==> src/rtl/ysyx_24080006_pkg.sv <==
// Shared ysyx_24080006 definitions: stage payload bundle, ALU encodings and sizing helpers.
package ysyx_24080006_pkg;

  localparam int unsigned XLEN = 32;

  localparam logic [3:0] ALU_ADD  = 4'd0;
  localparam logic [3:0] ALU_SUB  = 4'd1;
  localparam logic [3:0] ALU_AND  = 4'd2;
  localparam logic [3:0] ALU_OR   = 4'd3;
  localparam logic [3:0] ALU_XOR  = 4'd4;
  localparam logic [3:0] ALU_SLL  = 4'd5;
  localparam logic [3:0] ALU_SRL  = 4'd6;
  localparam logic [3:0] ALU_SRA  = 4'd7;
  localparam logic [3:0] ALU_PASS = 4'd8;

  localparam logic [2:0] SET_NONE = 3'd0;
  localparam logic [2:0] SET_EQ   = 3'd1;
  localparam logic [2:0] SET_NE   = 3'd2;
  localparam logic [2:0] SET_LT   = 3'd3;
  localparam logic [2:0] SET_GE   = 3'd4;
  localparam logic [2:0] SET_LTU  = 3'd5;
  localparam logic [2:0] SET_GEU  = 3'd6;

  typedef struct packed {
    logic [XLEN-1:0] pc;
    logic [XLEN-1:0] inst;
    logic [XLEN-1:0] dnpc;
    logic [XLEN-1:0] sdata;
    logic [XLEN-1:0] alu_a;
    logic [XLEN-1:0] alu_b;
    logic [3:0]      alu_ctrl;
    logic [2:0]      alu_set;
    logic [4:0]      rd_addr;
    logic [11:0]     csr_addr;
    logic [XLEN-1:0] csr_wdata;
    logic            csr_we;
    logic [2:0]      funct3;
    logic            reg_we;
    logic            mem_re;
    logic            mem_we;
    logic            is_branch;
    logic            is_jump;
    logic            is_ecall;
    logic            is_mret;
    logic            is_ebreak;
  } stage_payload_t;

  localparam int unsigned STAGE_W = $bits(stage_payload_t);

  // Pointer width that stays legal for a single-entry buffer.
  function automatic int unsigned ptr_w(input int unsigned depth);
    return (depth > 1) ? $clog2(depth) : 1;
  endfunction

endpackage

==> src/rtl/ysyx_24080006_stage_mem.sv <==
// DEPTH x DW storage array: one synchronous write port, one asynchronous read port.
module ysyx_24080006_stage_mem #(
  parameter int unsigned DW    = 32,
  parameter int unsigned DEPTH = 2,
  parameter int unsigned AW    = 1
) (
  input  logic          clock,
  input  logic          we,
  input  logic [AW-1:0] waddr,
  input  logic [DW-1:0] wdata,
  input  logic [AW-1:0] raddr,
  output logic [DW-1:0] rdata
);

  logic [DW-1:0] mem [DEPTH];

  // Contents are intentionally not reset; validity is tracked by the owner.
  always_ff @(posedge clock) begin
    if (we) mem[waddr] <= wdata;
  end

  assign rdata = mem[raddr];

endmodule

==> src/rtl/ysyx_24080006_stage_buf.sv <==
// Elastic valid/ready FIFO between pipeline stages with synchronous flush.
// Optional same-cycle empty bypass: YSYX_24080006_STAGE_BUF_BYPASS_EN.
module ysyx_24080006_stage_buf
  import ysyx_24080006_pkg::*;
#(
  parameter int unsigned DW    = 32,
  parameter int unsigned DEPTH = 2
) (
  input  logic                         clock,
  input  logic                         reset_n,
  input  logic                         flush,
  input  logic                         in_valid,
  output logic                         in_ready,
  input  logic [DW-1:0]                in_data,
  output logic                         out_valid,
  input  logic                         out_ready,
  output logic [DW-1:0]                out_data,
  output logic [$clog2(DEPTH+1)-1:0]   count
);

  localparam int unsigned CW = $clog2(DEPTH + 1);
  localparam int unsigned AW = ptr_w(DEPTH);

  logic [AW-1:0] wr_ptr;
  logic [AW-1:0] rd_ptr;
  logic [AW-1:0] wr_ptr_nxt;
  logic [AW-1:0] rd_ptr_nxt;
  logic [DW-1:0] mem_rdata;
  logic          full;
  logic          empty;
  logic          push;
  logic          pop;
  logic          wr_en;
  logic          rd_en;

  assign full     = (count == CW'(DEPTH));
  assign empty    = (count == '0);
  assign in_ready = !full && !flush;
  assign push     = in_valid && in_ready;
  assign pop      = out_valid && out_ready;

`ifdef YSYX_24080006_STAGE_BUF_BYPASS_EN
  // Empty buffer forwards the input; a payload taken the same cycle is never stored.
  assign out_valid = !flush && (empty ? in_valid : 1'b1);
  assign out_data  = empty ? in_data : mem_rdata;
  assign wr_en     = push && !(empty && out_ready);
`else
  assign out_valid = !flush && !empty;
  assign out_data  = mem_rdata;
  assign wr_en     = push;
`endif

  assign rd_en = pop && !empty;

  // Explicit wrap so non-power-of-two depths work.
  assign wr_ptr_nxt = (wr_ptr == AW'(DEPTH - 1)) ? '0 : wr_ptr + AW'(1);
  assign rd_ptr_nxt = (rd_ptr == AW'(DEPTH - 1)) ? '0 : rd_ptr + AW'(1);

  always_ff @(posedge clock or negedge reset_n) begin
    if (!reset_n) begin
      wr_ptr <= '0;
      rd_ptr <= '0;
      count  <= '0;
    end else if (flush) begin
      wr_ptr <= '0;
      rd_ptr <= '0;
      count  <= '0;
    end else begin
      if (wr_en) wr_ptr <= wr_ptr_nxt;
      if (rd_en) rd_ptr <= rd_ptr_nxt;
      if (wr_en && !rd_en)      count <= count + CW'(1);
      else if (!wr_en && rd_en) count <= count - CW'(1);
    end
  end

  ysyx_24080006_stage_mem #(
    .DW    (DW),
    .DEPTH (DEPTH),
    .AW    (AW)
  ) u_mem (
    .clock (clock),
    .we    (wr_en),
    .waddr (wr_ptr),
    .wdata (in_data),
    .raddr (rd_ptr),
    .rdata (mem_rdata)
  );

`ifndef SYNTHESIS
  // A stalled upstream payload must not change until taken or withdrawn.
  a_in_data_stable: assert property (
    @(posedge clock) disable iff (!reset_n)
    (in_valid && !in_ready && !flush) |=> (!in_valid || $stable(in_data))
  );
`endif

endmodule

==> config.mk <==
export PLATFORM = sky130hd
export DESIGN_NAME = ysyx_24080006_stage_buf
export DESIGN_NICKNAME = d
export VERILOG_FILES = /design/src/rtl/ysyx_24080006_pkg.sv /design/src/rtl/ysyx_24080006_stage_mem.sv /design/src/rtl/ysyx_24080006_stage_buf.sv
export SDC_FILE = /design/constraint.sdc
export NUM_CORES = 1
export LEC_CHECK = 0
export ABC_CLOCK_PERIOD_IN_PS = 7800
export BUFFER_PORTS_ARGS = -buffer_cell sky130_fd_sc_hd__buf_2
export CAP_MARGIN = 15
export CORE_ASPECT_RATIO = 1.4
export CORE_MARGIN = 2
export CORE_UTILIZATION = 42
export CTS_CLUSTER_SIZE = 40
export DETAILED_ROUTE_END_ITERATION = 10
export GPL_TIMING_DRIVEN = 0
export PLACE_DENSITY = 0.68
export SLEW_MARGIN = 20
export SYNTH_ARGS = -nofsm -noshare
export SYNTH_HDL_FRONTEND = slang
export SYNTH_HIERARCHICAL = 1
export SYNTH_SLANG_ARGS = --single-unit
==> constraint.sdc <==
create_clock -name clock -period 7.8 [get_ports clock]
set_clock_uncertainty 0.2 [all_clocks]
set_input_delay 1.56 -clock clock [delete_from_list [all_inputs] [get_ports clock]]
set_output_delay 1.56 -clock clock [all_outputs]
set_load 0.01 [all_outputs]
==> impl_metrics.csv, run 1 <==
group,metric,value,unit
timing,whs,0.376,ns
detailed_routing,totalWireLength,4.15,mm
cells_and_area,drive_gt1_frac,0.587,
clock_network,clk_latency,0.33,ns
detailed_routing,top_layer_used,"met4",
synthesis,postSynthAreaPerCell,21.1,sq um
synthesis,synth_top_family_by_area,"multiplexers",
clock_network,h-tree-depth,3,
clock_network,cts-root-buf,"clkbuf_8",
synthesis,synth_xor_area_frac,0.00325,
clock_network,post_cts_buffers,0,
cells_and_area,syn2layout_area_growth,27.7,%
detailed_routing,vias,1383,
floorplanning,dieArea,7090,sq um
clock_network,cts_made_buffers,9,
placement,gp_congestion,0.638,
synthesis,synth-seq-cells,68,
detailed_routing,wl_per_cell,14.3,um
synthesis,yosysSeqAreaShare,0.750,
synthesis,synth_nets,165,
floorplanning,die_width,71.7,um
synthesis,synth_common_cells,"64 x edfxtp_1, 30 x mux2_4, 5 x nor2_1",
global_route,grt-ovfl-total,0,
clock_network,clk_pin_slew,0.07,ns
floorplanning,coreArea,6210,sq um
detailed_routing,via_per_inst,4.77,
timing,finalSetupViolCount,0,
synthesis,synthMuxAreaShare,0.175,
timing,rsz0062_at_grt,"false",
floorplanning,start_util,0.434,
power_and_ir_drop,max-vdd-ir-drop,150,uV
min_path,min_path_type,"register to register",
global_route,grt_use_total,0.128,
clock_network,cts_hold_buf,0,
timing,slew_violations,0,
detailed_routing,drc,0,
synthesis,synth_compound_area_frac,0.0162,
synthesis,yosys-top-cells-area,"edfxtp_1 71%, mux2_4 17%, dfrtp_1 3.7%",
floorplanning,io_pins,73,
global_route,antenna_found_initial,0,
clock_network,cts_num_sinks,68,
timing,period_share,0.474,
power_and_ir_drop,power.leakage,0.00137,uW
worst_setup_path,worst-r2r-setup-slack,5.71,ns
detailed_routing,wl_met2,2.31,mm
synthesis,synthArstFlopShare,0.0588,
global_route,grt_pass1_vias,1426,
synthesis,synth_area_leader_cell,"edfxtp_1",
outcome,outcome,"completed",
synthesis,synth_top_flop_cell,"edfxtp_1",
synthesis,syn_inst,128,
cells_and_area,nNetsFinal,250,
worst_setup_path,arrival,1.93,ns
detailed_routing,firstDrtPassIters,3,
worst_setup_path,critPathLaunchType,"primary input",
timing,fmax,271,MHz
synthesis,yosys.area_share.simple,0.0260,
worst_setup_path,cp-end-kind,"output pin",
clock_network,cts_buffer_depth,2,
detailed_routing,drtIter0Drc,46,
timing,hold_viol_final,0,
synthesis,synthDominantCellAreaShare,0.713,
synthesis,synth_fa_ha_area_frac,0,
placement,port_buffers,72,
detailed_routing,ant_nets,0,
clock_network,cts_resized,0,
placement,dp_hpwl,2.98,mm
clock_network,cts_tree,"built",
floorplanning,rows,34,
timing,max-slew-margin-rel,0.642,
synthesis,yosysUniqueCellTypes,21,
synthesis,synth_edf_count,64,
worst_setup_path,crit_type,"primary input to output pin",
detailed_routing,dr_wl_met3,205,um
timing,tns,0,ns
global_route,grt_max_degree,18,
timing,worst_slew_pin_slew,0.536,ns
flow_run,max_cap_viol_count,0,
detailed_routing,met1_length,1.53,mm
timing,period_needed,3.69,ns
synthesis,yosysMostFrequentCell,"edfxtp_1",
worst_setup_path,critPathMaxFanout,7,
synthesis,yosys_warnings,6,
worst_setup_path,worstPathRequired,6.04,ns
global_route,grt_pass1_wl,6.56,mm
floorplanning,fp.dieH,98.8,um
synthesis,mappedNetlistArea,2700,sq um
power_and_ir_drop,power_density,244,nW/um^2
cells_and_area,antennaDiodeCount,0,
-- cell type report --
type / count / area, sq um
Buffer: 4 / 71.3
Clock inverter: 5 / 100
Clock buffer: 11 / 131
Inverter: 2 / 7.51
Timing Repair Buffer: 74 / 415
Sequential cell: 68 / 2020
Fill cell: 509 / 2770
Tap cell: 72 / 90.1
Multi-Input combinational cell: 54 / 604
-- critical path, stage by stage --
cell    delay, ns
buf_2        0.14
nor2_1       0.10
buf_2        0.13
-- layout by cell type (no fill, tap or decap) --
cell type / count
a21oi_1: 3
mux2_4: 30
inv_2: 1
bufinv_16: 3
edfxtp_1: 64
clkbuf_1: 2
a31oi_1: 1
nor2b_1: 1
clkinv_2: 2
buf_6: 1
clkbuf_8: 9
buf_2: 72
nor2b_4: 1
buf_12: 3
buf_16: 2
nand2_1: 1
or3_1: 1
xor2_1: 1
and4bb_2: 1
nor3_1: 1
o21ai_0: 3
and2_2: 1
mux2_2: 2
inv_1: 1
a22oi_1: 1
dfrtp_1: 4
nor2_1: 5
nand3_1: 1
-- routing by layer --
| layer | track usage | vias up |
|---|---|---|
| li1 | - | 669 |
| met5 | 0 | - |
| met3 | 0.0378 | 9 |
| met4 | 0.0871 | 0 |
| met1 | 0.132 | 663 |
| met2 | 0.219 | 42 |
-- logic make-up after synthesis --
logic type	after synthesis
and+or+nand+nor	13
AOI/OAI and AO/OA	8
buffers and inverters	6
muxes	32
DFF	68
xor gates and xnor gates	1
-- flip-flops by register name (all words and copies together) (netlist names) --
name	cells
count	2
rd_ptr	1
u_mem/mem	64
wr_ptr	1
-- power by group --
part	switching, uW	internal [uW]
registers	4.49	414
logic	39.9	50.1
clock network	121	212
total	165	676
-- stage by stage --
stage / setup slack (ns) / utilization / area, sq um / std cells / total power, uW
floorplan: 3.94 / - / 2700 / 128 / 482
global placement: 2.97 / 0.507 / 3150 / 272 / 514
detailed placement: 4.11 / 0.517 / 3210 / 274 / 519
CTS: 4.11 / 0.554 / 3440 / 290 / 852
global route: 4.07 / 0.554 / 3440 / 290 / 873
finish: 4.11 / 0.554 / 3440 / 290 / 841
-- path summary, 6_finish.rpt --
check / startpoint / end / cells past startpoint
worst max-delay path: flush / in_ready / 3
worst min-delay path: rd_ptr$_DFFE_PN0P_ / rd_ptr$_DFFE_PN0P_ / 2
worst max register to register: count[1]$_DFFE_PN0P_ / u_mem/mem[0][26]$_DFFE_PP_ / 4
worst min register to register: rd_ptr$_DFFE_PN0P_ / rd_ptr$_DFFE_PN0P_ / 2
max in group asynchronous: reset_n / rd_ptr$_DFFE_PN0P_ / 1
min in group asynchronous: reset_n / count[1]$_DFFE_PN0P_ / 1
Note: power is estimated with default switching activity, not from simulation.
==> run 2, diff against run 1 <==
--- a/config.mk
+++ b/config.mk
@@ -5,7 +5,8 @@
 export SDC_FILE = /design/constraint.sdc
 export NUM_CORES = 1
 export LEC_CHECK = 0
-export ABC_CLOCK_PERIOD_IN_PS = 7800
+export ABC_AREA = 1
+export ABC_CLOCK_PERIOD_IN_PS = 3600
 export BUFFER_PORTS_ARGS = -buffer_cell sky130_fd_sc_hd__buf_2
 export CAP_MARGIN = 15
 export CORE_ASPECT_RATIO = 1.4
==> constraint.sdc (replaced) <==
create_clock -name clock -period 3.6 [get_ports clock]
set_clock_uncertainty 0.2 [all_clocks]
set_input_delay 0.72 -clock clock [delete_from_list [all_inputs] [get_ports clock]]
set_output_delay 0.72 -clock clock [all_outputs]
set_load 0.01 [all_outputs]
==> run 2 against run 1 <==
- worst hold slack got worse by 0.065 ns
- cell count increased by 27%
- critical path depth increased by 3
- routed wire length increased by 6.6%
- critical path type is now register to output pin
- largest cell class unchanged
==> impl_metrics.csv, run 2 <==
group,metric,value,unit
outcome,outcome,"completed",
detailed_routing,totalWireLength,4.43,mm
floorplanning,start_util,0.432,
worst_setup_path,worstPathRequired,2.68,ns
worst_setup_path,cp_num_buf_inv,4,
cells_and_area,fillers,549,
timing,max-slew-margin-rel,0.533,
synthesis,synthArstFlopShare,0.0588,
global_route,grt_use_total,0.137,
worst_setup_path,ff2ff_path_depth,7,
worst_setup_path,critPathLaunchType,"register",
synthesis,postSynthAreaPerCell,13.1,sq um
detailed_routing,ant_nets,0,
detailed_routing,met1_length,1.69,mm
worst_setup_path,path_cells,"buf_6 > inv_8 > buf_12 > nand2_2 > nand2_1 > buf_2",
detailed_routing,dr_wl_met3,320,um
timing,period_share,0.624,
detailed_routing,drc,0,
synthesis,synth-seq-cells,68,
timing,slew_violations,0,
synthesis,yosysSeqAreaShare,0.753,
worst_setup_path,crit_type,"register to output pin",
synthesis,mappedNetlistArea,2690,sq um
floorplanning,coreArea,6210,sq um
placement,dp_hpwl,3.04,mm
worst_setup_path,r2r_start,"count[0]$_DFFE_PN0P_",
detailed_routing,top_layer_used,"met4",
cells_and_area,reg.largest.list,"u_mem/mem x64, count x2",
synthesis,synthDominantCellAreaShare,0.716,
worst_setup_path,crit_cells,6,
detailed_routing,via_per_inst,4.52,
floorplanning,io_pins,73,
synthesis,yosysUniqueCellTypes,17,
power_and_ir_drop,max-vdd-ir-drop,307,uV
floorplanning,dieArea,7060,sq um
timing,finalSetupViolCount,0,
cells_and_area,antennaDiodeCount,0,
clock_network,h-tree-depth,3,
cells_and_area,final_cell_mix,"92 x nand2_1, 72 x buf_2, 64 x edfxtp_1, 14 x nand2_2, 12 x clkbuf_8",
clock_network,cts_made_buffers,9,
clock_network,cts-root-buf,"clkbuf_8",
synthesis,synth_common_cells,"92 x nand2_1, 64 x edfxtp_1, 14 x nand2_2",
clock_network,clk_pin_slew,0.07,ns
detailed_routing,wl_per_cell,12.1,um
floorplanning,fp.dieH,98.6,um
clock_network,clk_latency,0.34,ns
worst_setup_path,max_stage_delay,0.40,ns
placement,post-place-cells,350,
floorplanning,die_width,71.6,um
cells_and_area,top_register,"u_mem/mem",
cells_and_area,final-instance-count-excl-fill,367,
flow_run,max_cap_viol_count,0,
power_and_ir_drop,power_density,612,nW/um^2
worst_setup_path,cp_slowest_cell,"dfrtp_1",
power_and_ir_drop,p_total,2060,uW
cells_and_area,syn2layout_area_growth,25.6,%
clock_network,cts_tree,"built",
cells_and_area,drive_gt1_frac,0.393,
synthesis,yosys_warnings,6,
clock_network,cts_buffer_depth,2,
cells_and_area,nNetsFinal,327,
cells_and_area,multi_input_area,538,sq um
min_path,min_path_cells,1,
cells_and_area,largest_reg_flops,64,
global_route,grt-ovfl-total,0,
timing,worst_slew_pin_slew,0.699,ns
synthesis,synth_nets,242,
min_path,min_path_type,"register to register",
worst_setup_path,cp-end-kind,"output pin",
timing,period_needed,2.25,ns
placement,port_buffers,72,
synthesis,syn_inst,205,
placement,gp_congestion,0.724,
clock_network,cts_num_sinks,68,
global_route,grt_max_degree,33,
synthesis,yosysMostFrequentCell,"nand2_1",
power_and_ir_drop,power.leakage,0.00146,uW
worst_setup_path,cp_top_family,"buffers and inverters",
detailed_routing,firstDrtPassIters,4,
detailed_routing,vias,1659,
synthesis,synth_top_flop_cell,"edfxtp_1",
detailed_routing,drtIter0Drc,57,
timing,hold_viol_final,0,
synthesis,yosys-top-cells-area,"edfxtp_1 72%, nand2_1 13%, dfrtp_1 3.7%",
cells_and_area,final_common_cell,"nand2_1",
worst_setup_path,crit_start,"rd_ptr$_DFFE_PN0P_",
min_path,min_from,"rd_ptr$_DFFE_PN0P_",
timing,fmax,445,MHz
timing,rsz0062_at_grt,"false",
synthesis,synth_edf_count,64,
worst_setup_path,arrival,1.33,ns
floorplanning,rows,34,
detailed_routing,wl_met2,2.25,mm
global_route,antenna_found_initial,0,
worst_setup_path,critPathMaxFanout,10,
synthesis,synth_area_leader_cell,"edfxtp_1",
global_route,grt_pass1_wl,7.10,mm
cells_and_area,seqCellArea,2020,sq um
global_route,grt_pass1_vias,1573,
[run 2: cell types whose count changed in the layout (fill, tap and decap cells not counted), moves of 3 or more]
cell      delta
a21oi_1      -3
clkbuf_8     +3
inv_1        +3
mux2_4      -30
nand2_1     +91
nand2_2     +14
nand3_1      +5
nor2_1       -4
nor2_4       +3
[run 2: worst paths after layout]
path                       slack [ns]                         to
hold reg to reg                  0.31         rd_ptr$_DFFE_PN0P_
hold / removal                   0.31         rd_ptr$_DFFE_PN0P_
setup reg to reg                 1.65  u_mem/mem[0][6]$_DFFE_PP_
max in group asynchronous        2.55         rd_ptr$_DFFE_PN0P_
setup / recovery                 1.35                out_data[7]
min in group asynchronous        0.52       count[0]$_DFFE_PN0P_
[run 2: cell families after synthesis]
group,after synthesis,share of synthesized area
AOI/OAI and AO/OA,2,0.00373
xor gates and xnor gates,1,0.00326
buffers and inverters,15,0.0494
and+or+nand+nor,119,0.191
DFF,68,0.753
[run 2: what timing repair did]
item,4_1_cts,5_1_grt
resized for setup,0,0
hold endpoints to repair,4,0
hold buffers,1,0
buffers inserted,0,0
[run 2: routing by layer]
metal | up-vias | global-route usage
li1 | 854 | -
met1 | 739 | 0.148
met5 | - | 0
met4 | 0 | 0.103
met2 | 54 | 0.222
met3 | 12 | 0.0429
[run 2: through the flow]
step                worst slack [ns]  setup TNS, ns  utilization  cell area (sq um)  hold slack [ns]
finish                          1.35              0        0.543               3370            0.311
CTS                             1.31              0        0.543               3370            0.314
floorplan                      0.578              0            -               2690            0.224
global placement              -0.344         -10.95        0.505               3140            0.297
detailed placement              1.21              0        0.510               3170            0.301
global route                    1.26              0        0.543               3370            0.339
[run 2: power by group]
part / switching [uW] / internal [uW]
logic: 295 / 212
registers: 32.3 / 943
clock network: 266 / 315
[run 2: cell type report]
class                           count  area share
Buffer                              7      0.0282
Clock buffer                        9      0.0367
Clock inverter                      7      0.0200
Inverter                            8      0.0111
Multi-Input combinational cell    122       0.160
Sequential cell                    68       0.600
Tap cell                           72      0.0267
Timing Repair Buffer               74       0.118
==> run 3, diff against run 2 <==
--- a/config.mk
+++ b/config.mk
@@ -6,7 +6,7 @@
 export NUM_CORES = 1
 export LEC_CHECK = 0
 export ABC_AREA = 1
-export ABC_CLOCK_PERIOD_IN_PS = 3600
+export ABC_CLOCK_PERIOD_IN_PS = 2300
 export BUFFER_PORTS_ARGS = -buffer_cell sky130_fd_sc_hd__buf_2
 export CAP_MARGIN = 15
 export CORE_ASPECT_RATIO = 1.4
==> constraint.sdc (replaced) <==
create_clock -name clock -period 2.3 [get_ports clock]
set_clock_uncertainty 0.2 [all_clocks]
set_input_delay 0.46 -clock clock [delete_from_list [all_inputs] [get_ports clock]]
set_output_delay 0.46 -clock clock [all_outputs]
set_load 0.01 [all_outputs]
==> run 3 against run 2 <==
- sequential power increased by 57%
- count of clock-buffer cells in the layout increased by 2
- routed wire length increased by 5.9%
- power increased by 68%
- global-route usage increased by 1.1 points
- clock power increased by 96%
- utilization increased by 0.64 points
- sequential cell count unchanged
- via count increased by 3.7%
- critical path depth unchanged
- non-clock buffer count unchanged
- largest power group unchanged
==> impl_metrics.csv, run 3 (synthesis gave the netlist of run 2 again) <==
group,metric,value,unit
power_and_ir_drop,power.leakage,0.00148,uW
worst_setup_path,crit_type,"register to output pin",
detailed_routing,firstDrtPassIters,4,
detailed_routing,wl_per_cell,12.8,um
clock_network,h-tree-depth,3,
clock_network,cts_buffer_depth,2,
global_route,grt_pass1_vias,1765,
cells_and_area,final-instance-count-excl-fill,367,
worst_setup_path,ff2ff_path_depth,6,
global_route,grt-ovfl-total,0,
cells_and_area,syn2layout_area_growth,27.1,%
cells_and_area,nNetsFinal,327,
placement,port_buffers,72,
timing,rsz0062_at_grt,"false",
floorplanning,start_util,0.432,
min_path,min_from,"in_data[5]",
placement,gp_congestion,0.702,
detailed_routing,drc,0,
timing,finalSetupViolCount,0,
floorplanning,die_width,71.6,um
clock_network,cts_tree,"built",
cells_and_area,final_common_cell,"nand2_1",
floorplanning,io_pins,73,
timing,worst_slew_pin_slew,0.695,ns
cells_and_area,multi_input_area,538,sq um
clock_network,post_cts_buffers,0,
global_route,grt_use_total,0.148,
placement,post-place-cells,350,
cells_and_area,drive_gt1_frac,0.393,
timing,tns,0,ns
worst_setup_path,critPathMaxFanout,10,
clock_network,clk_pin_slew,0.07,ns
min_path,min_path_type,"primary input to register",
floorplanning,fp.dieH,98.6,um
placement,pre_cts_ws,0.161,ns
worst_setup_path,critPathLaunchType,"register",
worst_setup_path,worstPathRequired,1.64,ns
clock_network,cts-root-buf,"clkbuf_8",
min_path,holdPathEnd,"u_mem/mem[1][5]$_DFFE_PP_",
global_route,grt_max_degree,33,
cells_and_area,fillers,560,
timing,max-slew-margin-rel,0.536,
cells_and_area,post-route-util,0.549,
timing,period_needed,2.01,ns
clock_network,clk_latency,0.34,ns
cells_and_area,top_register,"u_mem/mem",
global_route,antenna_found_initial,0,
timing,setup_ws,0.288,ns
detailed_routing,totalWireLength,4.69,mm
clock_network,cts_made_buffers,9,
power_and_ir_drop,power_density,1020,nW/um^2
flow_run,max_cap_viol_count,0,
timing,fmax,497,MHz
floorplanning,rows,34,
floorplanning,coreArea,6210,sq um
timing,slew_violations,0,
worst_setup_path,worst-r2r-setup-slack,0.35,ns
timing,hold_viol_final,0,
min_path,min_path_cells,1,
timing,whs,0.0999,ns
detailed_routing,via_per_inst,4.69,
worst_setup_path,cp-end-kind,"output pin",
cells_and_area,seqCellArea,2020,sq um
timing,period_share,0.875,
worst_setup_path,arrival,1.35,ns
cells_and_area,final_cell_mix,"92 x nand2_1, 72 x buf_2, 64 x edfxtp_1, 14 x nand2_2, 12 x clkbuf_8",
global_route,grt_pass1_wl,7.66,mm
cells_and_area,largest_reg_flops,64,
worst_setup_path,reg2reg_to,"u_mem/mem[1][24]$_DFFE_PP_",
worst_setup_path,crit_start,"rd_ptr$_DFFE_PN0P_",
power_and_ir_drop,max-vdd-ir-drop,592,uV
cells_and_area,antennaDiodeCount,0,
detailed_routing,vias,1720,
outcome,outcome,"completed",
floorplanning,dieArea,7060,sq um
detailed_routing,drtIter0Drc,62,
detailed_routing,ant_nets,0,
worst_setup_path,r2r_start,"count[0]$_DFFE_PN0P_",
placement,dp_hpwl,3.12,mm
cells_and_area,reg.largest.list,"u_mem/mem x64, count x2",
clock_network,cts_num_sinks,68,
clock_network,cts_resized,0,
==> run 3: changes by cell type in the layout (fill, tap and decap cells not counted), sizes merged <==
cell,delta
clkinvlp,-1
bufinv,+2
clkbuf,+2
clkinv,-3
==> run 3: through the flow <==
step                total power, uW  area [sq um]
global placement               2340          3140
detailed placement             2370          3170
CTS                            3510          3410
floorplan                      2050          2690
global route                   3640          3410
finish                         3470          3410
==> run 3: worst max path at each step <==
stage                                 end  slack [ns]  cells past startpoint
6_report                     out_data[15]        0.29                      6
5_1_grt                      out_data[15]        0.17                      6
4_1_cts                      out_data[15]        0.26                      6
3_5_place_dp   u_mem/mem[1][22]$_DFFE_PP_        0.16                      6
3_3_place_gp    u_mem/mem[0][5]$_DFFE_PP_       -0.61                      6
2_1_floorplan   u_mem/mem[0][0]$_DFFE_PP_        0.06                      6
==> run 3: layout make-up <==
cell class | count | area share
buffer | 7 | 0.0279
clock buffer | 11 | 0.0385
clock inverter | 5 | 0.0293
inverter | 8 | 0.0110
multi-input combinational | 122 | 0.158
sequential | 68 | 0.593
tap | 72 | 0.0264
timing repair buffer | 74 | 0.117
==> run 3: per-layer routing <==
metal | global-route usage | vias to the layer above | part of all wire
met3 | 0.0481 | 16 | 0.053
met4 | 0.107 | 0 | 0.042
met1 | 0.162 | 800 | 0.38
li1 | - | 854 | -
met2 | 0.237 | 50 | 0.53
met5 | 0 | - | 0
==> run 3: power breakdown <==
part / switching [uW] / internal, uW
sequential: 52.2 / 1480
combinational: 467 / 332
clock: 421 / 717
total: 940 / 2520
==> run 3: critical path: stages, from the launching register on <==
cell and delay [ns]:
dfrtp_1 0.40, buf_6 0.15, inv_8 0.07, buf_6 0.13
nand2_1 0.05, nand2_1 0.07, buf_2 0.13
==> run 3: timing repair <==
item	in CTS	in global routing
hold endpoints to repair	4	0
endpoints found under the setup margin	0	0
hold buffers	1	0
